--- config.mk ---
export PLATFORM = sky130hd
export DESIGN_NAME = bidsn_engine
export DESIGN_NICKNAME = d
export VERILOG_FILES = /design/src/rtl/bidsn_engine.sv
export SDC_FILE = /design/constraint.sdc
export NUM_CORES = 2
export LEC_CHECK = 0
export CAP_MARGIN = 30
export CORE_MARGIN = 10
export CORE_UTILIZATION = 35
export DETAILED_ROUTE_END_ITERATION = 12
export PLACE_DENSITY_LB_ADDON = 0.12
export SLEW_MARGIN = 25
export SYNTH_ARGS = -nofsm -noshare
export SYNTH_HDL_FRONTEND = slang
export SYNTH_SLANG_ARGS = --single-unit
--- constraint.sdc ---
create_clock -name clk -period 13.5 [get_ports clk]
set_input_delay 2.7 -clock clk [delete_from_list [all_inputs] [get_ports clk]]
set_output_delay 2.7 -clock clk [all_outputs]
set_load 0.02 [all_outputs]
--- src/rtl/bidsn_engine.sv ---
// bidsn_engine -- N-bidder sealed-bid auction engine.
//
// Holds per-bidder balances, a participation mask and a per-bid fee. Bids
// and retracts are taken while a round is open. The round resolves to the
// highest held bid, with ties going to the lowest bidder index. Configuration
// goes through a key-protected op bus (c_op/c_data).
//
// Optional feature: define BIDSN_LOCKOUT_EN to enable the brute-force
// unlock lockout (MAX_FAILS consecutive bad keys -> COOLDOWN_CYC-cycle lockout).
//
// Ports:
//   clk, reset        clock (rising edge), async active-high reset
//   bid, retract      per-bidder strobes
//   bid_amt           bidder i amount at [i*AMT_W +: AMT_W]
//   c_start           round open while high
//   c_op, c_data      control op and operand
//   ack, err          per-bidder accept pulse / 2-bit error code
//   win, round_over   winner pulse / end-of-round pulse
//   ready             high in IDLE
//   ctl_err           control-op status code
//   balance           packed per-bidder balances
//   max_bid           last winning amount, zero-extended
module bidsn_engine #(
  parameter int N_BIDDERS    = 4,
  parameter int AMT_W        = 16,
  parameter int BAL_W        = 32,
  parameter int MAX_FAILS    = 3,
  parameter int COOLDOWN_CYC = 16
) (
  input  logic                         clk,
  input  logic                         reset,
  input  logic [N_BIDDERS-1:0]         bid,
  input  logic [N_BIDDERS-1:0]         retract,
  input  logic [N_BIDDERS*AMT_W-1:0]   bid_amt,
  input  logic                         c_start,
  input  logic [3:0]                   c_op,
  input  logic [31:0]                  c_data,
  output logic [N_BIDDERS-1:0]         ack,
  output logic [2*N_BIDDERS-1:0]       err,
  output logic [N_BIDDERS-1:0]         win,
  output logic                         ready,
  output logic                         round_over,
  output logic [2:0]                   ctl_err,
  output logic [N_BIDDERS*BAL_W-1:0]   balance,
  output logic [BAL_W-1:0]             max_bid
);

  if (N_BIDDERS < 2 || N_BIDDERS > 8 || BAL_W < AMT_W + 1 ||
      MAX_FAILS < 1 || COOLDOWN_CYC < 1) begin : g_param_check
    $error("bidsn_engine: illegal parameter set");
  end

  localparam logic [3:0] OP_UNLOCK = 4'd1;
  localparam logic [3:0] OP_LOCK   = 4'd2;
  localparam logic [3:0] OP_WBAL   = 4'd3;
  localparam logic [3:0] OP_MASK   = 4'd4;
  localparam logic [3:0] OP_FEE    = 4'd5;
  localparam logic [3:0] OP_SEL    = 4'd7;

  typedef enum logic [1:0] {S_UNLOCKED, S_IDLE, S_ROUND, S_RESOLVE} state_t;
  typedef enum logic [2:0] {CE_OK, CE_BADKEY, CE_ILLEGAL, CE_CSTART,
                            CE_LOCKOUT, CE_INDEX} ctl_code_t;
  typedef enum logic [1:0] {BE_OK, BE_FUNDS, BE_CLOSED, BE_NOBID} bid_code_t;

  state_t                 r_state;
  logic [BAL_W-1:0]       r_bal [N_BIDDERS];
  logic [AMT_W-1:0]       r_held [N_BIDDERS];
  logic [N_BIDDERS-1:0]   r_held_v;
  logic [N_BIDDERS-1:0]   r_mask;
  logic [AMT_W-1:0]       r_fee;
  logic [31:0]            r_key;
  logic [2:0]             r_idx;

  logic [N_BIDDERS-1:0]   r_ack;
  logic [2*N_BIDDERS-1:0] r_err;
  logic [N_BIDDERS-1:0]   r_win;
  logic                   r_ready;
  logic                   r_round_over;
  logic [2:0]             r_ctl_err;
  logic [BAL_W-1:0]       r_max_bid;

`ifdef BIDSN_LOCKOUT_EN
  localparam int FAIL_W = $clog2(MAX_FAILS + 1);
  localparam int COOL_W = $clog2(COOLDOWN_CYC + 1);
  logic [FAIL_W-1:0]      r_fails;
  logic [COOL_W-1:0]      r_cool;
`endif

  logic                   w_lockout;
  logic                   w_accepting;
  logic                   w_in_round;
  logic [N_BIDDERS-1:0]   w_afford;
  logic                   w_found;
  logic [2:0]             w_win_idx;
  logic [AMT_W-1:0]       w_win_amt;
  ctl_code_t              w_ctl_code;
  logic                   w_unlock_ok, w_unlock_bad, w_lock;
  logic                   w_sel, w_wbal, w_wmask, w_wfee;

`ifdef BIDSN_LOCKOUT_EN
  assign w_lockout = (r_cool != '0);
`else
  assign w_lockout = 1'b0;
`endif

  assign w_accepting = (r_state == S_ROUND) && c_start;
  assign w_in_round  = (r_state == S_ROUND) || (r_state == S_RESOLVE);

  // Funds check at BAL_W+1 bits so amt+fee cannot wrap.
  always_comb begin
    w_afford = '0;
    for (int unsigned i = 0; i < N_BIDDERS; i++) begin
      w_afford[i] = ((BAL_W+1)'(bid_amt[i*AMT_W +: AMT_W]) + (BAL_W+1)'(r_fee))
                    <= (BAL_W+1)'(r_bal[i]);
    end
  end

  // Strict '>' during the ascending scan keeps the lowest index on ties.
  always_comb begin
    w_found   = 1'b0;
    w_win_idx = '0;
    w_win_amt = '0;
    for (int unsigned i = 0; i < N_BIDDERS; i++) begin
      if (r_held_v[i] && (!w_found || r_held[i] > w_win_amt)) begin
        w_found   = 1'b1;
        w_win_idx = 3'(i);
        w_win_amt = r_held[i];
      end
    end
  end

  always_comb begin
    w_ctl_code   = CE_OK;
    w_unlock_ok  = 1'b0;
    w_unlock_bad = 1'b0;
    w_lock       = 1'b0;
    w_sel        = 1'b0;
    w_wbal       = 1'b0;
    w_wmask      = 1'b0;
    w_wfee       = 1'b0;
    case (c_op)
      OP_UNLOCK: begin
        if (w_in_round)          w_ctl_code = CE_ILLEGAL;
        else if (w_lockout)      w_ctl_code = CE_LOCKOUT;
        else if (c_data == r_key) w_unlock_ok = 1'b1;
        else begin
          w_ctl_code   = CE_BADKEY;
          w_unlock_bad = 1'b1;
        end
      end
      OP_LOCK: begin
        if (w_in_round) w_ctl_code = CE_ILLEGAL;
        else            w_lock     = 1'b1;
      end
      OP_WBAL: begin
        if (r_state != S_UNLOCKED) w_ctl_code = CE_ILLEGAL;
        else                       w_wbal     = 1'b1;
      end
      OP_MASK: begin
        if (r_state != S_UNLOCKED) w_ctl_code = CE_ILLEGAL;
        else                       w_wmask    = 1'b1;
      end
      OP_FEE: begin
        if (r_state != S_UNLOCKED) w_ctl_code = CE_ILLEGAL;
        else                       w_wfee     = 1'b1;
      end
      OP_SEL: begin
        if (r_state != S_UNLOCKED)                 w_ctl_code = CE_ILLEGAL;
        else if (c_data[2:0] > 3'(N_BIDDERS - 1))  w_ctl_code = CE_INDEX;
        else                                       w_sel      = 1'b1;
      end
      default: ;
    endcase
    if (w_ctl_code == CE_OK && r_state == S_UNLOCKED && c_start)
      w_ctl_code = CE_CSTART;
  end

  always_ff @(posedge clk or posedge reset) begin
    if (reset) begin
      r_state      <= S_UNLOCKED;
      for (int unsigned i = 0; i < N_BIDDERS; i++) begin
        r_bal[i]  <= '0;
        r_held[i] <= '0;
      end
      r_held_v     <= '0;
      r_mask       <= '1;
      r_fee        <= '0;
      r_key        <= '0;
      r_idx        <= '0;
      r_ack        <= '0;
      r_err        <= '0;
      r_win        <= '0;
      r_ready      <= 1'b0;
      r_round_over <= 1'b0;
      r_ctl_err    <= '0;
      r_max_bid    <= '0;
`ifdef BIDSN_LOCKOUT_EN
      r_fails      <= '0;
      r_cool       <= '0;
`endif
    end else begin
      r_ack        <= '0;
      r_err        <= '0;
      r_win        <= '0;
      r_round_over <= 1'b0;
      r_ctl_err    <= w_ctl_code;
      // ready follows the state of the previous cycle.
      r_ready      <= (r_state == S_IDLE);

      if (w_sel)   r_idx  <= c_data[2:0];
      if (w_wmask) r_mask <= c_data[N_BIDDERS-1:0];
      if (w_wfee)  r_fee  <= AMT_W'(c_data);
      if (w_lock)  r_key  <= c_data;

      case (r_state)
        S_UNLOCKED: if (w_lock) r_state <= S_IDLE;
        S_IDLE: begin
          if (w_unlock_ok) r_state <= S_UNLOCKED;
          else if (c_start) begin
            r_state  <= S_ROUND;
            r_held_v <= '0;
          end
        end
        S_ROUND: if (!c_start) r_state <= S_RESOLVE;
        S_RESOLVE: begin
          r_round_over <= 1'b1;
          r_max_bid    <= w_found ? BAL_W'(w_win_amt) : '0;
          r_held_v     <= '0;
          r_state      <= S_IDLE;
        end
        default: r_state <= S_UNLOCKED;
      endcase

      for (int unsigned i = 0; i < N_BIDDERS; i++) begin
        if (w_accepting) begin
          if (retract[i]) begin
            if (r_held_v[i]) begin
              r_held_v[i] <= 1'b0;
              r_ack[i]    <= 1'b1;
            end else begin
              r_err[2*i +: 2] <= BE_NOBID;
            end
          end else if (bid[i]) begin
            if (!r_mask[i])        r_err[2*i +: 2] <= BE_CLOSED;
            else if (!w_afford[i]) r_err[2*i +: 2] <= BE_FUNDS;
            else begin
              r_ack[i]    <= 1'b1;
              r_bal[i]    <= r_bal[i] - BAL_W'(r_fee);
              r_held[i]   <= bid_amt[i*AMT_W +: AMT_W];
              r_held_v[i] <= 1'b1;
            end
          end
        end else if (bid[i] || retract[i]) begin
          r_err[2*i +: 2] <= BE_CLOSED;
        end
        if (w_wbal && r_idx == 3'(i))
          r_bal[i] <= BAL_W'(c_data);
        if (r_state == S_RESOLVE && w_found && w_win_idx == 3'(i)) begin
          r_win[i] <= 1'b1;
          r_bal[i] <= r_bal[i] - BAL_W'(r_held[i]);
        end
      end

`ifdef BIDSN_LOCKOUT_EN
      if (r_cool != '0) begin
        r_cool <= r_cool - COOL_W'(1);
        if (r_cool == COOL_W'(1)) r_fails <= '0;
      end else if (w_unlock_bad) begin
        if (r_fails == FAIL_W'(MAX_FAILS - 1)) r_cool <= COOL_W'(COOLDOWN_CYC);
        r_fails <= r_fails + FAIL_W'(1);
      end else if (w_unlock_ok) begin
        r_fails <= '0;
      end
`endif
    end
  end

  assign ack        = r_ack;
  assign err        = r_err;
  assign win        = r_win;
  assign ready      = r_ready;
  assign round_over = r_round_over;
  assign ctl_err    = r_ctl_err;
  assign max_bid    = r_max_bid;

  for (genvar g = 0; g < N_BIDDERS; g++) begin : g_bal
    assign balance[g*BAL_W +: BAL_W] = r_bal[g];
  end

endmodule

## Word level (Yosys, flattened, before mapping)

Index checks and enable logic that the tools add are counted.

- Add/sub/neg operators: 12
- Reduce and logical (&&, ||, !) cells: 57
- Equality and inequality tests: 23
- Bitwise operators: 4
- Mux-type cells: 148
- Magnitude comparators: 8

Operators with widths:

| cell | count |
|---|---|
| $mux W32 | 28 |
| $sub A32 B16 Y32 | 8 |
| $le A17 B32 Y1 | 4 |
| $mux W16 | 5 |
| $mux W1 | 74 |
| $add A16 B16 Y17 | 4 |
| $mux W2 | 31 |
| $gt A16 B16 Y1 | 3 |
| $reduce_bool A3 Y1 | 16 |
| $reduce_and A5 Y1 | 8 |
| $eq A32 B32 Y1 | 1 |
| $logic_and A1 B1 Y1 | 15 |
| $mux W3 | 5 |
| $eq A3 B2 Y1 const B | 4 |
| $eq A4 B3 Y1 const B | 3 |
| $ne A3 B1 Y1 const B | 4 |
| $pmux W3 S4 | 1 |
| $logic_not A3 Y1 | 3 |
| $eq A4 B2 Y1 const B | 2 |
| $logic_or A1 B1 Y1 | 8 |
| $mux W4 | 2 |
| $pmux W2 S4 | 1 |
| $pmux W4 S2 | 1 |
| $eq A3 B1 Y1 const B | 2 |
| other kinds (12) | 19 |

- Flip-flop bits (word level): 306

## Depth between registers and ports, before layout

- Depth after elaboration: 17
- Mapped depth: 36
- Mapped depth without buffers: 27

## Least setup slack after synthesis

OpenSTA, ideal clock, no wires.

- Kind: register to register
- Start: register r_held_v[0]
- End: register r_bal, in the netlist balance[52]
- Library setup time: 0.077 ns
- Stages on the path, launching flop included: 35
- Arrival: 8.006 ns
- Period minus slack after synthesis: 8.083 ns
- Slack: 5.417 ns
- Buffers on the path: 8
- Cell sequence: dfrtp_1 -> clkbuf_1 -> clkbuf_1 -> nand2_1 -> ha_1 -> a21o_1 -> a21o_1 -> a21oi_1 -> nor2_1 -> a211oi_1 -> or2_2 -> clkbuf_1 -> clkbuf_1 -> mux2_2 -> ha_1 -> nand4_1 -> nor4_1 -> a2111o_1 -> nand3_1 -> clkbuf_1 -> mux2_2 -> ha_1 -> nand4_1 -> nor2_1 -> a2111o_1 -> o31ai_2 -> nand2_1 -> or4b_1 -> clkbuf_1 -> inv_1 -> buf_4 -> nor3_1 -> buf_2 -> or3_1 -> a21oi_1

- Longest elaborated chain between the ends: 17
- Elaborated cells on any way between the ends: 32
- Those cells by class: order compare (3); eq/ne (2); mux (11); reduce/logical (16)

Ends and longest elaborated chain:

| element | line | RTL |
|---|---|---|
| start: declaration | 68 | `logic [N_BIDDERS-1:0] r_held_v;` |
| start signal: assignment | 185 | `r_held_v <= '0;` |
| start signal: assignment | 221 | `r_held_v <= '0;` |
| start signal: assignment | 228 | `r_held_v <= '0;` |
| $mux W16 / $mux W1 (equally long branches) | 124 | `if (r_held_v[i] && (!w_found \|\| r_held[i] > w_win_amt)) begin` |
| $gt A16 B16 Y1 / $logic_not A1 Y1 (equally long branches) | 124 |  |
| $logic_or A1 B1 Y1 | 124 |  |
| $logic_and A1 B1 Y1 | 124 |  |
| $mux W16 / $mux W1 (equally long branches) | 124 |  |
| $gt A16 B16 Y1 / $logic_not A1 Y1 (equally long branches) | 124 |  |
| $logic_or A1 B1 Y1 | 124 |  |
| $logic_and A1 B1 Y1 | 124 |  |
| $mux W16 / $mux W1 (equally long branches) | 124 |  |
| $gt A16 B16 Y1 / $logic_not A1 Y1 (equally long branches) | 124 |  |
| $logic_or A1 B1 Y1 | 124 |  |
| $logic_and A1 B1 Y1 | 124 |  |
| $mux W3 / $mux W1 (equally long branches) | 124 |  |
| $eq A3 B1 Y1 / $logic_and A1 B1 Y1 (equally long branches) | 258 | `if (r_state == S_RESOLVE && w_found && w_win_idx == 3'(i)) begin` |
| $logic_and A1 B1 Y1 * | 258 |  |
| $ne A3 B1 Y1 (no line) / $reduce_bool A3 Y1 (equally long branches) | -- |  |
| $reduce_and A5 Y1 (no line) | -- |  |
| end signal: indexed assignment | 248 | `r_bal[i] <= r_bal[i] - BAL_W'(r_fee);` |
| end signal: indexed assignment | 257 | `r_bal[i] <= BAL_W'(c_data);` |
| end signal: indexed assignment | 260 | `r_bal[i] <= r_bal[i] - BAL_W'(r_held[i]);` |
| end: declaration | 66 | `logic [BAL_W-1:0] r_bal [N_BIDDERS];` |

Every way passes the cells marked *; elsewhere a longest branch is shown, timed or not.
A chain may end at the register's enable or synchronous reset.

## Worst setup path in the final report

- Start: register r_held_v[0]
- End: register r_bal, in the netlist balance[49]

Same word-level chain as after synthesis.

==> impl_metrics.json <==
{
  "cts-buffers-inserted": 39,
  "crit_buf_inv": 3,
  "drtIter0Drc": 2933,
  "grt_pass1_wl_mm": 182,
  "critPathArrivalTime_ns": 10.52,
  "finalCritPeriodShare": 0.744,
  "fin_nets": 4027,
  "fin_total_pwr_uw": 8720,
  "cts.path.max_buffers": 3,
  "r2r_slack_ns": 3.45,
  "cpPeakStageDelay_ns": 0.83,
  "grt_pass1_vias": 25800,
  "end_kind": "register",
  "grt_overflow": 0,
  "hold_violations": 0,
  "vias": 27300,
  "die-area_um2": 89900,
  "synth_most_common_cell": "ha_1",
  "postRouteAntennaNets": 0,
  "path_clk_slew_ns": 0.06,
  "ctsHtreeMaxLevel": 2,
  "drive_gt1_frac": 0.0726,
  "critical_path.most_common_cell": "nand2_1",
  "finClkSkew_ns": 0.0247,
  "syn_area_per_cell_um2": 8.19,
  "dieHeight_um": 300,
  "cts-root-buf": "clkbuf_16",
  "cts_tree": "yes",
  "drc": 0,
  "period_needed_ns": 10.05,
  "cts_resized": 0,
  "synthFlopType": "dfrtp_1",
  "powerDensity_nw_per_um2": 266,
  "wl_mm": 127,
  "synth_common_cells": "ha_1, nand2_1, dfrtp_1",
  "dr.pass1.iters": 6,
  "synth-seq-cells": 290,
  "cts_setup_buffers": 0,
  "cp.required_ns": 13.97,
  "hold_ws_ns": 0.507,
  "netlist_area_um2": 27400,
  "maxCapViolCount": 0,
  "antenna_found_initial": 16,
  "rsz0062_at_grt": "no",
  "max-slew-margin-rel": 0.273,
  "grt_max_degree": 144,
  "cp_top_family": "compound AO/OA/AOI/OAI gates",
  "synth_warnings": 0,
  "ys_seq_area_frac": 0.265,
  "yosysTopAreaCell": "dfrtp_1",
  "critPathLaunchType": "register",
  "cts_hold_buf": 0,
  "synth_edf_count": 0,
  "synth_cell_types": 89,
  "finalCoreUtilization": 0.424,
  "insertion_delay_ns": 0.60,
  "synthCells": 3343,
  "synth_area_leaders": "dfrtp_1, ha_1, xnor2_1, o21ai_0, a21oi_1",
  "syn_to_final_growth_pct": 19.9,
  "setup_viol_count_final": 0,
  "critPathKind": "reg -> reg",
  "irDropWorstVdd_mv": 0.119,
  "core-area_um2": 77500,
  "fp-row-count": 102,
  "cts.sinks": 290,
  "status": "finished clean",
  "numPortBuffers": 275,
  "worst_pin_slew_ns": 1.09,
  "io_pins": 292,
  "cellLeakagePower_uw": 0.0142,
  "tns_ns": 0,
  "viasPerCell": 5.85,
  "initial_core_util": 0.354,
  "synth_async_sr_flop_share": 1.00,
  "gp_routability_congestion": 0.928,
  "path_max_fanout": 42,
  "slowest_stage": "dfrtp_1",
  "slew_viol_final": 0,
  "hold_path.class": "reg -> reg",
  "die_w_um": 300,
  "grtUsageTotal": 0.272,
  "dpl.hpwl_mm": 94.4,
  "synth_top_cell_area_share": 0.261,
  "fmax_mhz": 99.5,
  "wl_per_cell_um": 27.2
}
-- cells by family after synthesis --
group	Yosys count	synth area share
xor+xnor	213	0.0681
other cells	1	0.000137
buf+inv	358	0.0522
compound gates	1008	0.242
mux	86	0.0346
fa+ha+maj	325	0.152
simple gates	1062	0.186
flops	290	0.265
-- power by group --
| group | total [uW] | internal [uW] | switching [uW] |
|---|---|---|---|
| logic | 5710 | 2420 | 3280 |
| registers | 1850 | 1190 | 661 |
| clock network | 1160 | 686 | 478 |
-- metrics by stage --
stage | setup slack, ns | area [um2] | cells
6_report | 3.45 | 32800 | 4667
4_1_cts | 3.59 | 32800 | 4658
2_1_floorplan | 2.80 | 27500 | 3358
3_3_place_gp | 3.70 | 31400 | 4583
3_5_place_dp | 3.61 | 31400 | 4586
5_1_grt | 2.84 | 32800 | 4662
-- sequential cells by signal, indices dropped and copies added (netlist names), 3 cells and up --
register,flops
r_mask,4
r_held_v,4
ctl_err,3
win,4
r_key,32
err,8
r_fee,16
max_bid,16
ack,4
balance,128
r_idx,3
r_held,64
-- layout by cell type (no fill, tap or decap), types with 18 or more instances in the layout --
| cell | netlist | final |
|---|---|---|
| nand4_1 | 39 | 39 |
| inv_1 | 201 | 200 |
| clkbuf_16 | 0 | 39 |
| a21o_1 | 75 | 75 |
| nor3_1 | 113 | 112 |
| nor2_1 | 244 | 243 |
| nor4_1 | 30 | 30 |
| clkdlybuf4s50_1 | 0 | 275 |
| nand3_1 | 104 | 104 |
| mux2_2 | 69 | 69 |
| nand2_1 | 308 | 308 |
| o31ai_1 | 26 | 26 |
| a211oi_1 | 76 | 75 |
| nand2b_1 | 44 | 44 |
| xnor2_1 | 146 | 146 |
| xor2_1 | 67 | 67 |
| dfrtp_1 | 286 | 286 |
| buf_4 | 18 | 63 |
| o21ai_0 | 241 | 241 |
| o21bai_1 | 18 | 18 |
| nor2b_1 | 44 | 42 |
| or2_2 | 21 | 21 |
| o221ai_1 | 27 | 27 |
| or3_1 | 32 | 32 |
| a21oi_1 | 239 | 239 |
| ha_1 | 313 | 313 |
| a31oi_1 | 29 | 29 |
| o211ai_1 | 56 | 56 |
| o21a_1 | 42 | 42 |
-- per-layer routing --
metal,GRT usage,wire (um)
met1,0.377,56000
met4,0.0968,4960
met3,0.0440,10600
met2,0.422,55500
met5,0,10
-- layout make-up --
cell class | count | area [um2]
antenna | 5 | 12.5
clock buffer | 51 | 1080
clock inverter | 21 | 307
fill | 7911 | 44600
inverter | 204 | 773
multi-input combinational | 2710 | 18800
sequential | 290 | 7260
tap | 1040 | 1300
timing repair buffer | 346 | 3300
-- worst paths after layout --
check                                 start           to  cells after the start
worst max register to register  r_held_v[0]  balance[49]                     29
worst max-delay path            r_held_v[0]  balance[49]                     29
max in group asynchronous             reset        ready                      4
min in group asynchronous             reset       err[5]                      2
worst min register to register    r_key[30]    r_key[30]                      2
worst min-delay path              r_key[30]    r_key[30]                      2
-- worst reg2reg max path, delay by kind of cell, from the launching register on --
family	cells	cell delay, ns
multiplexers	2	0.84
buffers and inverters	3	0.82
AND/OR/NAND/NOR	8	2.97
flip-flops	1	0.83
adder cells (fa/ha/maj)	3	0.97
AO/OA/AOI/OAI	13	3.49
No activity file was read; power rests on OpenSTA's default activity.
